`src/rtl/pipeline_pkg.sv`:
```
// Shared pipeline definitions: IF-stage defaults, fetch FSM encoding and
// the IF/ID register layout.
package pipeline_pkg;

    localparam int          XLEN              = 32;
    localparam int          IFID_INSTR_W      = 32;
    localparam int          IFID_PC_W         = 32;

    localparam logic [31:0] DEFAULT_RESET_PC  = 32'h0000_0000;
    localparam logic [31:0] DEFAULT_NOP_INSTR = 32'h0000_0000;
    localparam logic [31:0] DEFAULT_PC_STEP   = 32'd4;

    // IDLE is only ever entered through reset.
    typedef enum logic [1:0] {
        ST_IDLE  = 2'd0,
        ST_FETCH = 2'd1,
        ST_WAIT  = 2'd2
    } fetch_state_e;

    // One IF/ID slot; also the layout of the single-entry hold buffer.
    typedef struct packed {
        logic [IFID_INSTR_W-1:0] instr;
        logic [IFID_PC_W-1:0]    pc_plus4;
    } ifid_entry_t;

endpackage

```
`src/rtl/if_fetch_stage_adder.sv`:
```
// Plain W-bit adder with wrap-around; carry-out is intentionally dropped.
module if_fetch_stage_adder #(
    parameter int W = 32
) (
    input  logic [W-1:0] i_a,
    input  logic [W-1:0] i_b,
    output logic [W-1:0] o_sum
);

    assign o_sum = i_a + i_b;

endmodule

```
`src/rtl/if_fetch_stage.sv`:
```
// Instruction-fetch stage: PC register, instruction-memory request handshake,
// next-PC selection, one-entry hold buffer and the IF/ID pipeline register.
//
// Memory handshake: ImemReq is the request valid and ImemAddr its address.
// A request completes on any rising edge where ImemReq && ImemReady; the word
// on ImemData belongs to that request. Once a request is left open across an
// edge (ImemReq && !ImemReady), ImemReq stays high and ImemAddr stays frozen
// until it completes; redirects arriving meanwhile are parked as pending.
module if_fetch_stage
    import pipeline_pkg::*;
#(
    parameter logic [31:0] RESET_PC  = DEFAULT_RESET_PC,
    parameter logic [31:0] NOP_INSTR = DEFAULT_NOP_INSTR,
    parameter logic [31:0] PC_STEP   = DEFAULT_PC_STEP
) (
    input  logic         Clk,
    input  logic         RstN,
    input  logic         Stall,
    input  logic         Flush,
    input  logic         BranchTaken,
    input  logic [31:0]  BranchTarget,
    input  logic         Jump,
    input  logic [31:0]  JumpTarget,
    output logic         ImemReq,
    output logic [31:0]  ImemAddr,
    input  logic         ImemReady,
    input  logic [31:0]  ImemData,
    output logic [31:0]  Pc,
    output logic [31:0]  IfIdInstr,
    output logic [31:0]  IfIdPcPlus4,
    output logic         IfIdValid,
    output fetch_state_e DbgState
);

    fetch_state_e r_state;
    logic [31:0]  r_pc;
    logic         r_pend_valid;
    logic [31:0]  r_pend_target;
    logic         r_hold_full;
    ifid_entry_t  r_hold;
    ifid_entry_t  r_ifid;
    logic         r_ifid_valid;

    logic [31:0]  w_pc_plus_step;
    logic         w_req;
    logic         w_redirect;
    logic [31:0]  w_redirect_target;
    logic         w_complete;
    logic         w_wait_done;
    logic         w_open_miss;
    logic         w_pend_fire;
    logic         w_any_redirect;
    logic [31:0]  w_pc_next;

    if_fetch_stage_adder #(.W(XLEN)) u_pc_adder (
        .i_a   (r_pc),
        .i_b   (PC_STEP),
        .o_sum (w_pc_plus_step)
    );

    // Branch (EX) outranks jump (ID) because it is the older instruction.
    assign w_redirect        = BranchTaken | Jump;
    assign w_redirect_target = BranchTaken ? BranchTarget : JumpTarget;

    // Request valid: never in IDLE, suppressed by Stall or a full hold buffer
    // in FETCH, and held high while an open request is outstanding.
    always_comb begin
        w_req = 1'b0;
        case (r_state)
            ST_IDLE:  w_req = 1'b0;
            ST_FETCH: w_req = ~Stall & ~r_hold_full;
            ST_WAIT:  w_req = 1'b1;
            default:  w_req = 1'b0;
        endcase
    end

    assign w_complete     = w_req & ImemReady;
    assign w_wait_done    = (r_state == ST_WAIT) & ImemReady;
    assign w_open_miss    = w_req & ~ImemReady;
    assign w_pend_fire    = w_wait_done & r_pend_valid & ~w_redirect;
    assign w_any_redirect = w_redirect | (w_wait_done & r_pend_valid);

    // Next PC: an open request pins the address; otherwise branch > jump >
    // pending redirect > completion (a stalled WAIT completion still advances
    // because its word goes to the hold buffer) > hold.
    always_comb begin
        w_pc_next = r_pc;
        if (w_open_miss) begin
            w_pc_next = r_pc;
        end else if (w_redirect) begin
            w_pc_next = w_redirect_target;
        end else if (w_pend_fire) begin
            w_pc_next = r_pend_target;
        end else if (w_complete) begin
            w_pc_next = w_pc_plus_step;
        end
    end

    // Fetch FSM with PC and pending-redirect registers.
    always_ff @(posedge Clk or negedge RstN) begin
        if (!RstN) begin
            r_state       <= ST_IDLE;
            r_pc          <= RESET_PC;
            r_pend_valid  <= 1'b0;
            r_pend_target <= '0;
        end else begin
            r_pc <= w_pc_next;
            case (r_state)
                ST_IDLE:  r_state <= ST_FETCH;
                ST_FETCH: if (w_open_miss) r_state <= ST_WAIT;
                ST_WAIT:  if (ImemReady) r_state <= ST_FETCH;
                default:  r_state <= ST_IDLE;
            endcase
            if (w_open_miss && w_redirect) begin
                r_pend_valid  <= 1'b1;
                r_pend_target <= w_redirect_target;
            end else if (w_wait_done) begin
                r_pend_valid  <= 1'b0;
            end
        end
    end

    // Hold buffer: catches a word returning during Stall, drains when Stall drops.
    always_ff @(posedge Clk or negedge RstN) begin
        if (!RstN) begin
            r_hold_full <= 1'b0;
            r_hold      <= '0;
        end else if (Flush || w_any_redirect) begin
            r_hold_full <= 1'b0;
        end else if (Stall && w_wait_done) begin
            r_hold_full    <= 1'b1;
            r_hold.instr   <= ImemData;
            r_hold.pc_plus4 <= w_pc_plus_step;
        end else if (!Stall) begin
            r_hold_full <= 1'b0;
        end
    end

    // IF/ID register: bubble on flush/redirect, hold on stall, else load.
    always_ff @(posedge Clk or negedge RstN) begin
        if (!RstN) begin
            r_ifid.instr    <= NOP_INSTR;
            r_ifid.pc_plus4 <= '0;
            r_ifid_valid    <= 1'b0;
        end else if (Flush || w_any_redirect) begin
            r_ifid.instr    <= NOP_INSTR;
            r_ifid_valid    <= 1'b0;
        end else if (Stall) begin
            r_ifid_valid    <= r_ifid_valid;
        end else if (r_hold_full) begin
            r_ifid          <= r_hold;
            r_ifid_valid    <= 1'b1;
        end else if (w_complete) begin
            r_ifid.instr    <= ImemData;
            r_ifid.pc_plus4 <= w_pc_plus_step;
            r_ifid_valid    <= 1'b1;
        end else begin
            r_ifid.instr    <= NOP_INSTR;
            r_ifid_valid    <= 1'b0;
        end
    end

    assign ImemReq     = w_req;
    assign ImemAddr    = r_pc;
    assign Pc          = r_pc;
    assign IfIdInstr   = r_ifid.instr;
    assign IfIdPcPlus4 = r_ifid.pc_plus4;
    assign IfIdValid   = r_ifid_valid;
    assign DbgState    = r_state;

endmodule

```
`config.mk`:
```
export PLATFORM = sky130hd
export DESIGN_NAME = if_fetch_stage
export DESIGN_NICKNAME = d
export VERILOG_FILES = /design/src/rtl/pipeline_pkg.sv /design/src/rtl/if_fetch_stage_adder.sv /design/src/rtl/if_fetch_stage.sv
export SDC_FILE = /design/constraint.sdc
export NUM_CORES = 1
export LEC_CHECK = 0
export CORE_ASPECT_RATIO = 0.6
export CORE_MARGIN = 8
export CORE_UTILIZATION = 30
export DETAILED_ROUTE_END_ITERATION = 12
export REMOVE_ABC_BUFFERS = 1
export SLEW_MARGIN = 10
export SYNTH_ARGS = -nofsm -noshare
export SYNTH_HDL_FRONTEND = slang
export SYNTH_HIERARCHICAL = 1
export SYNTH_SLANG_ARGS = --single-unit
```
`constraint.sdc`:
```
create_clock -name Clk -period 5.04 [get_ports Clk]
set_input_delay 1.008 -clock Clk [delete_from_list [all_inputs] [get_ports Clk]]
set_output_delay 1.008 -clock Clk [all_outputs]
set_load 0.02 [all_outputs]
```
Yosys cells after proc, flatten, opt, wreduce, memory -nomap -nowiden
Index checks and enable logic that the tools add are counted.
{"block": "classes", "bitwise_logic": 14, "n_eq_ne": 6, "reduce_logical": 11, "n_mux": 21, "add_sub_neg": 1}
{"cell": "$mux W32", "count": 6}
{"cell": "$mux W64", "count": 2}
{"cell": "$add A32 B3 Y32 const B", "count": 1}
{"cell": "$mux W1", "count": 9}
{"cell": "$and A1 B1 Y1", "count": 6}
{"cell": "$not A1 Y1", "count": 6}
{"cell": "$pmux W2 S3", "count": 1}
{"cell": "$reduce_and A2 Y1", "count": 3}
{"cell": "$mux W2", "count": 2}
{"cell": "$ne A2 B2 Y1 const B", "count": 2}
{"cell": "$reduce_bool A2 Y1", "count": 2}
{"cell": "$ne A3 B1 Y1 const B", "count": 1}
{"cell": "$reduce_and A3 Y1", "count": 1}
{"cell": "$reduce_bool A3 Y1", "count": 1}
{"cell": "$eq A2 B1 Y1 const B", "count": 1}
{"cell": "$eq A2 B2 Y1 const B", "count": 1}
{"cell": "$logic_and A1 B1 Y1", "count": 2}
{"cell": "$logic_not A2 Y1", "count": 1}
{"cell": "$ne A2 B1 Y1 const B", "count": 1}
{"cell": "$or A1 B1 Y1", "count": 2}
{"cell": "$pmux W1 S2", "count": 1}
{"cell": "$logic_or A1 B1 Y1", "count": 1}
{"block": "totals", "out_inout_bits": 132, "regBits": 197, "elab_cells": 63}

Longest topological paths before layout
{"block": "logic_depth", "ltp_word": 8, "ltp_mapped": 11}

By module
The synthesis kept the hierarchy.
{"mod": "if_fetch_stage", "n_inst": 1, "seq_area_each_um2": 4929.7, "area_per_inst_um2": 9175.0, "cells_per_inst": 770}
{"mod": "if_fetch_stage_adder", "n_inst": 1, "seq_area_each_um2": 0.0, "area_per_inst_um2": 1725.4, "cells_per_inst": 236}

Worst setup path after synthesis
No wires, ideal clock.
{"block": "synth_timing", "path_kind": "flip-flop to flip-flop", "from": "reg r_pc[3], in the netlist ImemAddr[3]", "to": "reg r_pc[18], in the netlist ImemAddr[18]", "path_buffers": 0, "required_ns": 4.912, "stages_incl_launch_ff": 11, "arrival_ns": 2.862, "slack_ns": 2.051, "path_cell_list": "dfrtp_1 > ha_1 > and3_1 > a221oi_4 > o211ai_4 > a31o_2 > a31oi_1 > o21ai_0 > xor2_1 > a221o_1 > mux2_1"}
{"block": "synth_via", "elab_chain_cells": 4}
{"item": "start: declaration", "line_no": "if_fetch_stage.sv:36", "rtl": "logic [31:0] r_pc;"}
{"item": "start signal: assignment", "line_no": "if_fetch_stage.sv:107", "rtl": "r_pc <= w_pc_next;"}
{"item": "$add A32 B3 Y32", "line_no": "if_fetch_stage_adder.sv:10", "rtl": "assign o_sum = i_a + i_b;"}
{"item": "net w_pc_plus_step[18]", "line_no": "if_fetch_stage.sv:44", "rtl": "logic [31:0] w_pc_plus_step;"}
{"item": "$mux W32", "line_no": "if_fetch_stage.sv:94", "rtl": "end else if (w_complete) begin"}
{"item": "$mux W32", "line_no": "if_fetch_stage.sv:92", "rtl": "end else if (w_pend_fire) begin"}
{"item": "$mux W32", "line_no": "if_fetch_stage.sv:90", "rtl": "end else if (w_redirect) begin"}
The timed path passes the listed nets, and every way through them passes these cells. The select of a mux whose other input is x is not followed.
A chain may end at the register's enable or synchronous reset.

Worst setup path in the final report
{"block": "layout_timing", "from": "in Stall", "to": "out ImemReq"}
{"block": "layout_via", "elab_chain_cells": 3}
{"item": "start: declaration", "line_no": "if_fetch_stage.sv:18", "rtl": "input logic Stall,"}
{"item": "$not A1 Y1 (no line)"}
{"item": "$and A1 B1 Y1", "line_no": "if_fetch_stage.sv:71", "rtl": "ST_FETCH: w_req = ~Stall & ~r_hold_full;"}
{"item": "$pmux W1 S2", "line_no": "if_fetch_stage.sv:69", "rtl": "case (r_state)"}
{"item": "end: declaration", "line_no": "if_fetch_stage.sv:24", "rtl": "output logic ImemReq,"}
No other way between the ends.

==> metrics.cfg <==
[status]
outcome = complete, no violations

[synth]
netlist_area_um2 = 10900
syn_inst = 1006
ys_ff_latch = 197
async_flop_share = 1.00
yosysSeqAreaShare = 0.452
yosys_warnings = 6
synthFlopType = dfrtp_1
yosysUniqueCellTypes = 65
synthTopCellsByArea = dfrtp_1 (45%), mux2i_1 (8.8%), mux2_1 (8.5%)
avgSynthCellArea_um2 = 10.8
synth_area_leader_cell = dfrtp_1
synth_edf_count = 0
synth.top_cell.area_share = 0.452

[critical_path]
timing.critical_path.mode_cell = clkdlybuf4s50_1
critPathTopFamily = buffers and inverters
critical-path-slowest-cell = clkdlybuf4s50_1
worst-path-buf-inv = 2
cp-startpoint = Stall
crit_arrival_ns = 2.86
crit_chain = clkdlybuf4s50_1 > nor3b_1 > o21a_1 > clkdlybuf4s50_1
r2r_slack_ns = 1.69
rr_endpoint = ImemAddr[31]$_DFFE_PN0P_
worstSetupPathType = in2out
end_kind = output port
cp-start-kind = primary input
r2r_start = ImemAddr[3]$_DFFE_PN0P_
path_depth = 4
worstPathRequired_ns = 4.03
setup.worst_path.end = ImemReq
slowest_delay_ns = 0.66
rr_worst_depth = 9
crit_fanout = 3

[power_and_ir_drop]
finalPower_mw = 7.88
p_per_area_nw_per_um2 = 555
ir_drop_mv = 0.238
p_leak_nw = 6.22

[global_routing]
grt_usage = 0.155
grt_pass1_vias = 8532
grt_max_degree = 100
overflow = 0
antenna_found_initial = 0
grt_pass1_wl_um = 51300

[clocking]
cts_buffer_depth = 2
postCtsSetupBuffers = 0
cts_buffers = 17
cts_hold_buf = 0
cts_tree = done
h-tree-depth = 4
cts-resized-gates = 0
insertion_delay_ns = 0.46
cts.sinks = 197
clkTransAtPathRegs_ns = 0.07
cts_root_buf = clkbuf_16

[layout]
n_antenna_cell = 0
area_growth_pct = 30.3
final_cell_mix = clkdlybuf4s50_1 (232), dfrtp_1 (196), nand2_1 (120), mux2i_1 (96), o21ai_1 (84)
stdcell_area_um2 = 14200
nets = 1342
layout_commonest_cell = clkdlybuf4s50_1
final_layout_size_suffix_gt1_frac = 0.0649

[floorplan]
coreArea_um2 = 36100
io_pins = 235
die_h_um = 164
rows = 54
die-area_um2 = 42900
initial_core_util = 0.302
die_x_um = 262

[routing]
drc = 0
drtIter0Drc = 574
wl_per_cell_um = 19.5
dr.pass1.iters = 5
via_per_inst = 4.91
final_antenna_net_count = 0
vias = 8317
wl_um = 32900

[sta]
layout_min_cycle_time_ns = 3.87
tightest_slew_ns = 1.14
relSlewSlack = 0.241
rsz0062_at_grt = no
fmax_mhz = 258
min_period_over_period = 0.768
hold_viol = 0
holdWs_ns = 0.485
finalSetupViolCount = 0
slew_violations = 0
clock_skew_ns = 0.0200

[worst_hold_path]
whs_path_depth = 2
worstHoldPathType = reg2reg

[run]
drv_cap = 0

[place]
place_congestion = 0.827
dpl_cell_area_um2 = 13600
hpwl_um = 24200
portBuffers = 234

==> Yosys cell counts (all sizes together), types with 5 or more instances <==
cell,instances
a22o,33
xnor2,18
a221o,33
xor2,12
mux2,96
a21o,11
nor2b,8
nand4,5
nor2,21
clkbuf,45
o21ai,112
a21oi,26
buf,54
dfrtp,197
nand3,7
ha,34
inv,11
mux2i,96
nand2,120
==> report_power, final <==
part	internal, mW	leakage (nW)	total, mW	switching, mW
clock	0.854	0.310	1.49	0.636
sequential	2.04	2.61	2.44	0.394
combinational	1.74	3.30	3.96	2.22
total	4.63	6.22	7.88	3.25
==> metrics by stage <==
stage               cells  worst slack, ns  setup TNS (ns)  utilization
floorplan             938           -0.660          -48.63            -
global placement     1661             1.17               0        0.376
detailed placement   1661             1.16               0        0.376
CTS                  1693             1.14               0        0.394
global route         1693             1.05               0        0.394
finish               1693             1.17               0        0.394
==> flip-flops by register name, summed over array words and instances, names as in the netlist, 2 cells and up <==
| signal | flops |
|---|---|
| DbgState | 2 |
| IfIdInstr | 32 |
| IfIdPcPlus4 | 32 |
| ImemAddr | 32 |
| r_hold | 64 |
| r_pend_target | 32 |
==> routing by layer <==
layer / global-route usage / wire [um] / vias to the layer above
met1: 0.222 / 16400 / 4130
met5: 0 / 0 / -
met2: 0.236 / 14700 / 172
met4: 0.0350 / 364 / 0
li1: - / - / 3997
met3: 0.0366 / 1440 / 18
==> cell type report <==
type	instances	area (um2)
fill	3571	21900
clock inverter	9	141
multi-input combinational	730	5540
sequential	197	4930
clock buffer	23	498
inverter	11	41.3
tap	476	596
timing repair buffer	247	2450
==> how the worst min path moves through the flow <==
| stage | to | slack [ns] | from |
|---|---|---|---|
| 3_3_place_gp | IfIdValid$_DFFE_PN0P_ | 0.46 | IfIdValid$_DFFE_PN0P_ |
| 6_report | IfIdValid$_DFFE_PN0P_ | 0.49 | IfIdValid$_DFFE_PN0P_ |
| 2_1_floorplan | r_pend_target[15]$_DFFE_PN0P_ | 0.45 | r_pend_target[15]$_DFFE_PN0P_ |
| 4_1_cts | IfIdValid$_DFFE_PN0P_ | 0.49 | IfIdValid$_DFFE_PN0P_ |
| 3_5_place_dp | IfIdValid$_DFFE_PN0P_ | 0.47 | IfIdValid$_DFFE_PN0P_ |
| 5_1_grt | IfIdPcPlus4[10]$_DFFE_PN0P_ | 0.51 | IfIdPcPlus4[10]$_DFFE_PN0P_ |
==> tightest hold or removal path, cell delays in order, from the launching register on <==
cell and delay, ns:
dfrtp_1 0.35, nand2_1 0.05, nand2_1 0.05
==> logic make-up after synthesis <==
logic type	after synthesis	synth area share
adders and majority gates	35	0.0409
muxes	192	0.187
xor gates and xnor gates	30	0.0241
and+or+nand+nor	178	0.0711
buffers and inverters	110	0.0557
AOI/OAI and AO/OA	262	0.168
DFF	197	0.452
other	2	0.000689
Note: power is estimated with default switching activity, not from simulation.
